$ cat config.mk
export PLATFORM = sky130hd
export DESIGN_NAME = nibble_mul_scheduler
export DESIGN_NICKNAME = d
export VERILOG_FILES = /design/src/rtl/nibble_mul_scheduler.sv
export SDC_FILE = /design/constraint.sdc
export NUM_CORES = 1
export LEC_CHECK = 0
export CAP_MARGIN = 10
export CELL_PAD_IN_SITES_DETAIL_PLACEMENT = 1
export CELL_PAD_IN_SITES_GLOBAL_PLACEMENT = 2
export CORE_AREA = 2 2 90 92
export DETAILED_ROUTE_END_ITERATION = 12
export DIE_AREA = 0 0 92 94
export DONT_BUFFER_PORTS = 1
export GPL_TIMING_DRIVEN = 0
export PLACE_DENSITY_LB_ADDON = 0.2
export SLEW_MARGIN = 40
export SYNTH_ARGS = -nofsm -noshare
export SYNTH_HDL_FRONTEND = slang
export SYNTH_SLANG_ARGS = --single-unit
$ cat constraint.sdc
create_clock -name clk_i -period 4.1 [get_ports clk_i]
set_input_delay 0.205 -clock clk_i [delete_from_list [all_inputs] [get_ports clk_i]]
set_output_delay 0.205 -clock clk_i [all_outputs]
set_load 0.01 [all_outputs]
$ cat src/rtl/nibble_mul_scheduler.sv
// nibble_mul_scheduler: two-requester round-robin front end for a shared
// combinational 4x4 multiplier. Each 8x8 request is split into four nibble
// partial products, issued one per cycle and accumulated into a 16-bit result.
// Optional feature: define NMS_ZERO_SKIP_EN to skip passes whose nibble
// operands contain a zero.
module nibble_mul_scheduler #(
    parameter int unsigned RR_INIT = 0
) (
    input  logic        clk_i,
    input  logic        rst_i,
    input  logic        req0_valid_i,
    output logic        req0_ready_o,
    input  logic [7:0]  req0_a_i,
    input  logic [7:0]  req0_b_i,
    input  logic        req1_valid_i,
    output logic        req1_ready_o,
    input  logic [7:0]  req1_a_i,
    input  logic [7:0]  req1_b_i,
    output logic        rsp_valid_o,
    input  logic        rsp_ready_i,
    output logic        rsp_id_o,
    output logic [15:0] rsp_p_o,
    output logic [3:0]  mul_a_o,
    output logic [3:0]  mul_b_o,
    input  logic [7:0]  mul_p_i,
    output logic        busy_o
);

    localparam logic [1:0] StIdle = 2'd0;
    localparam logic [1:0] StMul  = 2'd1;
    localparam logic [1:0] StDone = 2'd2;

    logic [1:0]  state_q, state_d;
    logic        prio_q, prio_d;
    logic [7:0]  a_q, a_d;
    logic [7:0]  b_q, b_d;
    logic        id_q, id_d;
    logic [15:0] acc_q, acc_d;
    logic [1:0]  pass_q, pass_d;

    logic        in_idle, in_mul, in_done;
    logic        gnt0, gnt1;
    logic [7:0]  cap_a, cap_b;
    logic [3:0]  cap_mask;
    logic [3:0]  run_mask;
    logic [15:0] pp_ext;
    logic [15:0] pp_shifted;
    logic [2:0]  nxt_first;
    logic [2:0]  nxt_after;

    // Lowest enabled pass index >= from; bit 2 flags that one exists.
    function automatic logic [2:0] first_pass(input logic [3:0] mask, input logic [2:0] from);
        logic [2:0] r;
        r = 3'b000;
        for (int i = 3; i >= 0; i--) begin
            if (mask[i] && (i >= int'(from))) r = {1'b1, 2'(i)};
        end
        return r;
    endfunction

    // Round-robin grant; ready is forced low while reset is asserted.
    always_comb begin
        in_idle = (state_q == StIdle) && !rst_i;
        in_mul  = (state_q == StMul);
        in_done = (state_q == StDone);
        gnt0    = in_idle && req0_valid_i && (!req1_valid_i || !prio_q);
        gnt1    = in_idle && req1_valid_i && (!req0_valid_i || prio_q);
        cap_a   = gnt1 ? req1_a_i : req0_a_i;
        cap_b   = gnt1 ? req1_b_i : req0_b_i;
    end

`ifdef NMS_ZERO_SKIP_EN
    logic [3:0] mask_q;

    // A pass runs only when both of its nibble operands are non-zero.
    always_comb begin
        cap_mask = {(|cap_a[7:4]) & (|cap_b[7:4]),
                    (|cap_a[3:0]) & (|cap_b[7:4]),
                    (|cap_a[7:4]) & (|cap_b[3:0]),
                    (|cap_a[3:0]) & (|cap_b[3:0])};
        run_mask = mask_q;
    end

    // Pass mask is captured alongside the operands.
    always_ff @(posedge clk_i or posedge rst_i) begin
        if (rst_i) begin
            mask_q <= 4'h0;
        end else if (gnt0 || gnt1) begin
            mask_q <= cap_mask;
        end
    end
`else
    // All four passes always run.
    always_comb begin
        cap_mask = 4'hF;
        run_mask = 4'hF;
    end
`endif

    // Partial product aligned to its nibble weight.
    always_comb begin
        pp_ext     = {8'h00, mul_p_i};
        pp_shifted = pp_ext;
        unique case (pass_q)
            2'd0:    pp_shifted = pp_ext;
            2'd1:    pp_shifted = pp_ext << 4;
            2'd2:    pp_shifted = pp_ext << 4;
            default: pp_shifted = pp_ext << 8;
        endcase
    end

    // FSM next state, capture and accumulation.
    always_comb begin
        state_d   = state_q;
        prio_d    = prio_q;
        a_d       = a_q;
        b_d       = b_q;
        id_d      = id_q;
        acc_d     = acc_q;
        pass_d    = pass_q;
        nxt_first = first_pass(cap_mask, 3'd0);
        nxt_after = first_pass(run_mask, {1'b0, pass_q} + 3'd1);
        case (state_q)
            StIdle: begin
                if (gnt0 || gnt1) begin
                    a_d   = cap_a;
                    b_d   = cap_b;
                    id_d  = gnt1;
                    acc_d = 16'h0000;
                    // Only a contested grant moves priority.
                    if (req0_valid_i && req1_valid_i) prio_d = ~prio_q;
                    if (nxt_first[2]) begin
                        pass_d  = nxt_first[1:0];
                        state_d = StMul;
                    end else begin
                        pass_d  = 2'd0;
                        state_d = StDone;
                    end
                end
            end
            StMul: begin
                acc_d = acc_q + pp_shifted;
                if (nxt_after[2]) begin
                    pass_d = nxt_after[1:0];
                end else begin
                    state_d = StDone;
                end
            end
            StDone: begin
                if (rsp_ready_i) state_d = StIdle;
            end
            default: state_d = StIdle;
        endcase
    end

    // State registers; reset abandons any operation in flight.
    always_ff @(posedge clk_i or posedge rst_i) begin
        if (rst_i) begin
            state_q <= StIdle;
            prio_q  <= (RR_INIT != 0);
            a_q     <= 8'h00;
            b_q     <= 8'h00;
            id_q    <= 1'b0;
            acc_q   <= 16'h0000;
            pass_q  <= 2'd0;
        end else begin
            state_q <= state_d;
            prio_q  <= prio_d;
            a_q     <= a_d;
            b_q     <= b_d;
            id_q    <= id_d;
            acc_q   <= acc_d;
            pass_q  <= pass_d;
        end
    end

    // Outputs; multiplier operands and response fields are zero outside their states.
    always_comb begin
        req0_ready_o = gnt0;
        req1_ready_o = gnt1;
        rsp_valid_o  = in_done;
        rsp_p_o      = in_done ? acc_q : 16'h0000;
        rsp_id_o     = in_done & id_q;
        mul_a_o      = in_mul ? (pass_q[0] ? a_q[7:4] : a_q[3:0]) : 4'h0;
        mul_b_o      = in_mul ? (pass_q[1] ? b_q[7:4] : b_q[3:0]) : 4'h0;
        busy_o       = (state_q != StIdle);
    end

endmodule
==> flow_summary.json, run 1 <==
{
  "layoutNonFillerInstCount": 439,
  "yosysMostFrequentCell": "nand2_1",
  "synth_seq_area_share_pct": 35.5,
  "nets": 400,
  "cts-resized-gates": 0,
  "crit_chain": "clkbuf_1, inv_1, ha_1, nor2b_1, a22o_1, ha_1, buf_2, and4_1, o21ai_1, o21ba_1, o21ai_1, a21oi_1, or4_1, nand3_1",
  "layout_setup_ws_ns": 0.518,
  "p_per_area_nw_per_um2": 831,
  "hold_class": "input port to register",
  "antenna_found_initial": 0,
  "rows": 32,
  "area_delta_synth_final_pct": 10.6,
  "first_global_vias": 2503,
  "diodes": 0,
  "groute.usage.overall_pct": 18.7,
  "ctsLongestPathBuffers": 2,
  "hpwl_um": 5740,
  "grt_pass1_wl_um": 12700,
  "min_period_ns": 3.58,
  "start_kind": "register",
  "cts_tree": "yes",
  "drtIter0Drc": 84,
  "p_switching_mw": 1.11,
  "dr.pass1.iters": 4,
  "crit_family": "simple AND/OR/NAND/NOR gates",
  "vias_per_cell": 5.36,
  "vdd_drop_max_uv": 279,
  "route.detailed.drc": 0,
  "rsz0062_at_grt": "false",
  "io_buffers": 0,
  "synth_edf_count": 0,
  "hold_depth": 2,
  "syn_avg_cell_area_sq_um": 8.16,
  "cts.reportedPaths.clkPinSlew_ns": 0.08,
  "synth.net_count": 392,
  "wirelength_um": 7660,
  "io_pins": 74,
  "yosys_warnings": 0,
  "arrival_ns": 3.81,
  "place_ws_ns": 0.541,
  "layout-drive-gt1-share_pct": 5.34,
  "finalMaxSlewViolations": 0,
  "worstSetupPathType": "register to register",
  "synth_top_area_share_pct": 35.5,
  "worst-path-max-fanout": 7,
  "period_share_pct": 87.4,
  "numCtsBuffers": 5,
  "synth_cell_types": 44,
  "required_ns": 4.33,
  "die_w_um": 92,
  "ant_nets": 0,
  "p_int_mw": 1.35,
  "worst-path-stages": 14,
  "wl_per_cell_um": 17.4,
  "reg2reg_depth": 14,
  "netlist_area_sq_um": 2680,
  "synth-seq-cells": 38,
  "synthArstFlopShare_pct": 100,
  "die_area_sq_um": 8650,
  "gp_congestion": 0.831,
  "power_leakage_nw": 1.33,
  "sequentialPowerShare_pct": 27.4,
  "p_comb_share_pct": 56.0,
  "worst_clock_skew_ns": 0.00680,
  "setup_viol": 0,
  "worst_pin_slew_ns": 0.655,
  "cpPeakStageDelay_ns": 0.47,
  "p_clk_share_pct": 16.6,
  "cp-end-kind": "register",
  "stdcell_area_sq_um": 2960,
  "maxCapViolations": 0,
  "start_util_pct": 35.2,
  "grt_max_degree": 39,
  "dr_total_vias": 2352,
  "clock-root-buffer": "clkbuf_8",
  "core_sq_um": 7610,
  "total_power_mw": 2.46,
  "synthFlopType": "dfrtp_1",
  "outcome": "complete, no violations",
  "yosys.area.top_type": "dfrtp_1",
  "switching_share_pct": 45.0,
  "cp_slowest_cell": "or4_1",
  "die_h_um": 94,
  "grt-ovfl-total": 0,
  "synthTopCellsByCount": "nand2_1, dfrtp_1, nor2_1, and2_1, ha_1",
  "cts_sinks": 38,
  "path_buf_inv": 3,
  "htree_levels": 2,
  "fin_tns_setup_ns": 0,
  "placed_cells": 430,
  "syn_inst": 328,
  "placed_area_sq_um": 2810,
  "hold_viol": 0,
  "synth_area_leaders": "dfrtp_1, nand2_1, ha_1",
  "fmax_ghz": 0.279,
  "slew_headroom_pct": 56.2,
  "clock_latency_ns": 0.30
}
==> cell families after synthesis <==
| logic type | share of synthesized area [%] |
|---|---|
| AO/OA/AOI/OAI | 19.6 |
| XOR/XNOR | 4.25 |
| adder cells (fa/ha/maj) | 9.16 |
| buffers and inverters | 3.55 |
| flip-flops | 35.5 |
| multiplexers | 2.99 |
| AND/OR/NAND/NOR | 25.0 |
==> worst register-to-register path, stage by stage, from the launching register on <==
cell	delay, ns
dfrtp_1	0.35
clkbuf_1	0.34
inv_1	0.12
ha_1	0.41
nor2b_1	0.35
a22o_1	0.22
ha_1	0.23
buf_2	0.16
and4_1	0.21
o21ai_1	0.06
o21ba_1	0.17
o21ai_1	0.20
a21oi_1	0.11
or4_1	0.47
nand3_1	0.10
==> layout make-up <==
class | instances | area, sq um
inverters | 10 | 40.0
multi-input cells | 266 | 1630
well taps | 102 | 128
clock buffers | 6 | 82.6
clock inverters | 2 | 60.1
fillers | 935 | 4650
flip-flops and latches | 38 | 951
repair buffers | 1 | 10.0
plain buffers | 14 | 57.6
==> repair_timing <==
| action | in CTS | in global routing |
|---|---|---|
| hold buffers | 1 | 0 |
| setup buffers | 0 | 0 |
| hold endpoints to repair | 38 | 0 |
==> flip-flops by register name, indices dropped and copies added (netlist names) <==
name     cells
pass_q       2
acc_q       16
id_q         1
a_q          8
prio_q       1
state_q      2
b_q          8
==> power by group through the flow <==
stage	combinational [mW]	sequential (mW)	clock [mW]
detailed placement	1.39	0.687	0
finish	1.38	0.674	0.409
floorplan	1.09	0.648	0
global route	1.57	0.701	0.436
global placement	1.36	0.679	0
CTS	1.40	0.679	0.422
==> final timing paths <==
check	slack, ns	endpoint	startpoint
max	0.52	acc_q[15]	pass_q[0]
min	0.05	a_q[3]	req0_a_i[3]
max reg2reg	0.52	acc_q[15]	pass_q[0]
min reg2reg	0.47	id_q	id_q
max in group asynchronous	3.33	id_q	rst_i
min in group asynchronous	0.42	state_q[1]	rst_i
==> cell usage in the layout, fill, tap and decap left out, types with 3 or more instances in the layout <==
cell type	instances
ha_1	18
a22oi_1	4
nor2_1	36
a21oi_1	8
xnor2_1	6
o211ai_1	4
a31oi_1	17
and2_1	23
nand2_1	62
nor2b_1	7
a22o_1	6
o21ai_0	14
nand2b_1	3
xor2_1	7
nand3_1	8
inv_1	8
mux2i_1	8
o21ai_1	8
clkbuf_8	6
clkbuf_1	12
dfrtp_1	38
==> metrics by stage <==
stage	hold WS [ns]	utilization, %
floorplan	0.353	-
global placement	0.355	36.9
detailed placement	0.153	36.9
CTS	0.0397	38.9
global route	0.0492	38.9
finish	0.0492	38.9
==> layer usage <==
layer	share of wire (%)	vias to the layer above	global-route usage (%)	routed length [um]
met5	0	-	0	0
met4	1.5	0	5.22	118
met3	6.8	8	4.82	520
met2	49	69	33.6	3730
met1	43	1127	22.1	3290
li1	-	1148	-	-
Note: power is estimated with default switching activity, not from simulation.
==> inputs of run 2 (changes only) <==
- CORE_AREA: 2 2 90 92 -> 2 2 94 96
- DIE_AREA: 0 0 92 94 -> 0 0 96 98
- clock period: 4.1 -> 3.2 ns (I/O delays scaled with it)
==> flow_summary.json, run 2 (synthesized netlist as in run 1, its figures left out) <==
{
  "cts_tree": "yes",
  "worstSetupPathType": "register to register",
  "vdd_drop_max_uv": 332,
  "cts_sinks": 38,
  "diodes": 0,
  "start_kind": "register",
  "required_ns": 3.44,
  "io_pins": 74,
  "outcome": "complete, no violations",
  "numCtsBuffers": 5,
  "hold_viol": 0,
  "slew_headroom_pct": 56.7,
  "crit_chain": "clkbuf_8, inv_2, ha_4, nor2b_4, a22o_1, ha_1, buf_2, and4_1, o21ai_1, o21ba_2, o21ai_2, and3_1, or4_1, nand3_1",
  "layout-drive-gt1-share_pct": 10.4,
  "top_register": "acc_q",
  "power_leakage_nw": 1.38,
  "mostFrequentLayoutCells": "nand2_1, dfrtp_1, nor2_1",
  "wl_per_cell_um": 17.1,
  "placed_area_sq_um": 2820,
  "grt-ovfl-total": 0,
  "crit_start": "pass_q[1]",
  "worst-path-max-fanout": 7,
  "gp_congestion": 0.798,
  "clock_latency_ns": 0.30,
  "hpwl_um": 5850,
  "worst-path-stages": 14,
  "fmax_ghz": 0.334,
  "worst_clock_skew_ns": 0.0115,
  "r2r_start": "pass_q[1]",
  "p_per_area_nw_per_um2": 1040,
  "cpPeakStageDelay_ns": 0.41,
  "layoutNonFillerInstCount": 455,
  "maxCapViolations": 0,
  "reg_top3": "acc_q x16, a_q x8, b_q x8",
  "htree_levels": 2,
  "grt_pass1_wl_um": 13100,
  "placed_cells": 436,
  "reg2reg_depth": 14,
  "ctsLongestPathBuffers": 2,
  "dr.pass1.iters": 4,
  "largest_reg_flops": 16,
  "route.detailed.drc": 0,
  "stdcell_area_sq_um": 3100,
  "hold_class": "input port to register",
  "crit_family": "simple AND/OR/NAND/NOR gates",
  "clock-root-buffer": "clkbuf_8",
  "period_share_pct": 93.5,
  "r2r-end": "acc_q[15]",
  "finalMaxSlewViolations": 0,
  "core_sq_um": 8470,
  "dr_total_vias": 2361,
  "area_delta_synth_final_pct": 15.9,
  "first_global_vias": 2562,
  "cp-end-kind": "register",
  "die_h_um": 98,
  "min_period_ns": 2.99,
  "cp-endpoint": "acc_q[15]",
  "final_common_cell": "nand2_1",
  "path_buf_inv": 3,
  "antenna_found_initial": 0,
  "nets": 411,
  "worst_pin_slew_ns": 0.648,
  "io_buffers": 0,
  "ant_nets": 0,
  "setup_viol": 0,
  "drtIter0Drc": 55,
  "groute.usage.overall_pct": 17.9,
  "cp_slowest_cell": "dfrtp_1",
  "die_area_sq_um": 9410,
  "hold_depth": 2,
  "holdWs_ns": 0.00957,
  "rrSetupSlack_ns": 0.21,
  "rows": 34,
  "die_w_um": 96,
  "grt_max_degree": 39,
  "cts.reportedPaths.clkPinSlew_ns": 0.09,
  "vias_per_cell": 5.19,
  "start_util_pct": 31.6,
  "arrival_ns": 3.23,
  "wirelength_um": 7800
}
## run 2: changes by cell type in the layout (fill, tap and decap cells not counted), moves of 2 or more
cell,before,now
dlygate4sd3_1,1,7
nor2b_4,0,2
nor2b_1,7,4
inv_2,1,3
inv_1,8,6
buf_4,1,7
clkbuf_1,12,9
ha_1,18,16
## run 2: how the worst min path moves through the flow
| stage | slack, ns | to | start |
|---|---|---|---|
| 2_1_floorplan | 0.31 | a_q[0] | req0_a_i[0] |
| 3_3_place_gp | 0.31 | b_q[7] | req0_b_i[7] |
| 3_5_place_dp | 0.11 | state_q[1] | rst_i |
| 4_1_cts | 0.0003 | b_q[4] | req0_b_i[4] |
| 5_1_grt | 0.004 | a_q[7] | req0_a_i[7] |
| 6_report | 0.01 | a_q[0] | req0_a_i[0] |
## run 2: area by class of cell
type	count	area, sq um
fillers	1028	5360
multi-input cells	266	1680
flip-flops and latches	38	951
well taps	108	135
repair buffers	12	108
clock buffers	6	82.6
plain buffers	14	72.6
inverters	10	40.0
clock inverters	1	30.0
## run 2: layer usage
layer	global-route usage [%]	share of wire, %
met4	4.29	0.85
met1	21.5	42
met3	6.25	8.1
met5	0	0
met2	30.4	49
## run 2: repair_timing
| item | CTS | global route |
|---|---|---|
| hold endpoints to repair | 44 | 0 |
| pin swaps | 1 | 4 |
| hold buffers | 7 | 0 |
| setup buffers | 1 | 4 |
| endpoints found under the setup margin | 6 | 5 |
| gates resized for setup | 10 | 14 |
## run 2: power breakdown
part	internal [mW]	total, mW	switching, mW
logic	0.805	1.92	1.12
registers	0.716	0.865	0.149
clock network	0.250	0.437	0.187
total	1.77	3.22	1.45
## run 2: through the flow
stage           TNS, ns  total power, mW  setup slack (ns)  utilization (%)
3_5_place_dp     -0.911             2.66            -0.376             33.3
5_1_grt        -0.00961             3.56          -0.00603             36.7
3_3_place_gp     -0.832             2.63            -0.365             33.2
2_1_floorplan         0             2.22             0.152                -
4_1_cts               0             3.17            0.0122             35.8
6_report              0             3.22             0.209             36.7
==> inputs of run 3 (changes only) <==
- CTS_CLUSTER_SIZE: default -> 8
- REMOVE_ABC_BUFFERS: default -> 1
==> flow_summary.json, run 3 (synthesized netlist as in run 1, its figures left out) <==
{
  "largest_reg_flops": 16,
  "required_ns": 3.43,
  "worstHoldStart": "req0_b_i[2]",
  "core_sq_um": 8470,
  "final_util_pct": 35.2,
  "hold_class": "input port to register",
  "clock-root-buffer": "clkbuf_8",
  "maxCapViolations": 0,
  "finalMaxSlewViolations": 0,
  "fin_tns_setup_ns": 0,
  "rows": 34,
  "ctsLongestPathBuffers": 2,
  "start_util_pct": 31.6,
  "area_delta_synth_final_pct": 11.3,
  "cp-end-kind": "register",
  "start_kind": "register",
  "io_buffers": 0,
  "placed_cells": 422,
  "slew_headroom_pct": 48.6,
  "die_h_um": 98,
  "arrival_ns": 3.25,
  "final_common_cell": "nand2_1",
  "numCtsBuffers": 5,
  "gp_congestion": 0.809,
  "layoutNonFillerInstCount": 435,
  "grt-ovfl-total": 0,
  "route.detailed.drc": 0,
  "worst-path-max-fanout": 7,
  "worst_clock_skew_ns": 0.0128,
  "layout_setup_ws_ns": 0.178,
  "dr.pass1.iters": 4,
  "layout-drive-gt1-share_pct": 10.1,
  "grt_max_degree": 39,
  "min_period_ns": 3.02,
  "cts.reportedPaths.clkPinSlew_ns": 0.08,
  "cts_sinks": 38,
  "first_global_vias": 2396,
  "cts_tree": "yes",
  "mostFrequentLayoutCells": "nand2_1, nor2_1, dfrtp_1",
  "r2r_start": "pass_q[0]",
  "vias_per_cell": 5.21,
  "place_ws_ns": -0.242,
  "total_power_mw": 3.10,
  "power_leakage_nw": 1.32,
  "htree_levels": 2,
  "vdd_drop_max_uv": 283,
  "p_per_area_nw_per_um2": 1040,
  "grt_pass1_wl_um": 11800,
  "nets": 390,
  "multiInputGateArea_sq_um": 1700,
  "die_w_um": 96,
  "ant_nets": 0,
  "setup_viol": 0,
  "reg_top3": "acc_q x16, a_q x8, b_q x8",
  "hold_viol": 0,
  "dr_total_vias": 2265,
  "wirelength_um": 7190,
  "reg2reg_depth": 12,
  "rrSetupSlack_ns": 0.18,
  "r2r-end": "acc_q[15]",
  "worst_pin_slew_ns": 0.771,
  "diodes": 0,
  "fmax_ghz": 0.331,
  "outcome": "complete, no violations",
  "min_to": "b_q[2]",
  "wl_per_cell_um": 16.5,
  "regArea_sq_um": 953,
  "hpwl_um": 5250,
  "clock_latency_ns": 0.29,
  "io_pins": 74,
  "drtIter0Drc": 46,
  "top_register": "acc_q",
  "die_area_sq_um": 9410,
  "worstSetupPathType": "register to register",
  "placed_area_sq_um": 2770,
  "holdWs_ns": 0.0120,
  "groute.usage.overall_pct": 15.8,
  "stdcell_area_sq_um": 2980,
  "period_share_pct": 94.4,
  "n_fill_cell": 1011,
  "antenna_found_initial": 0,
  "hold_depth": 2
}
[run 3: layout make-up]
cell class	count	area share [%]
clock buffer	5	2.31
clock inverter	3	1.34
inverter	10	1.34
multi-input combinational	266	57.1
sequential	38	32.0
tap	108	4.54
timing repair buffer	5	1.34
[run 3: power breakdown]
| part | total [mW] | switching (mW) | internal [mW] | leakage (nW) |
|---|---|---|---|---|
| clock | 0.416 | 0.186 | 0.230 | 0.0579 |
| sequential | 0.889 | 0.171 | 0.718 | 0.465 |
| combinational | 1.79 | 1.04 | 0.749 | 0.800 |
| total | 3.10 | 1.40 | 1.70 | 1.32 |
[run 3: metal layers]
metal | up-vias | part of all wire [%] | global-route usage, %
li1 | 1126 | - | -
met1 | 1077 | 44 | 19.9
met2 | 58 | 49 | 26.8
met3 | 4 | 6.7 | 4.40
met4 | 0 | 0.72 | 3.30
met5 | - | 0 | 0
[run 3: worst max-delay path, stage by stage, from the launching register on]
cell	delay [ns]
dfrtp_2	0.46
inv_1	0.15
ha_4	0.24
nor2b_2	0.18
a22o_1	0.22
ha_1	0.42
and4_1	0.23
o21ai_1	0.06
o21ba_1	0.26
o21ai_1	0.09
and3_1	0.18
or4_1	0.40
nand3_1	0.10
[run 3: repair_timing]
action                                  in CTS  in global routing
endpoints found under the setup margin       3                  4
resized for setup                            6                  7
hold buffers                                 1                  0
endpoints found under the hold margin       38                  0
pin swaps                                    0                  1
buffers inserted                             0                  4
[run 3: how the worst max path moves through the flow]
stage | start | endpoint | slack [ns] | cells after the start
after global placement | pass_q[1] | acc_q[14] | -0.20 | 13
after detailed placement | pass_q[1] | acc_q[14] | -0.24 | 13
final | pass_q[0] | acc_q[15] | 0.18 | 12
after global routing | pass_q[0] | acc_q[14] | -0.007 | 14
after CTS | pass_q[1] | acc_q[14] | 0.00004 | 14
after floorplan | pass_q[0] | acc_q[14] | 0.27 | 13
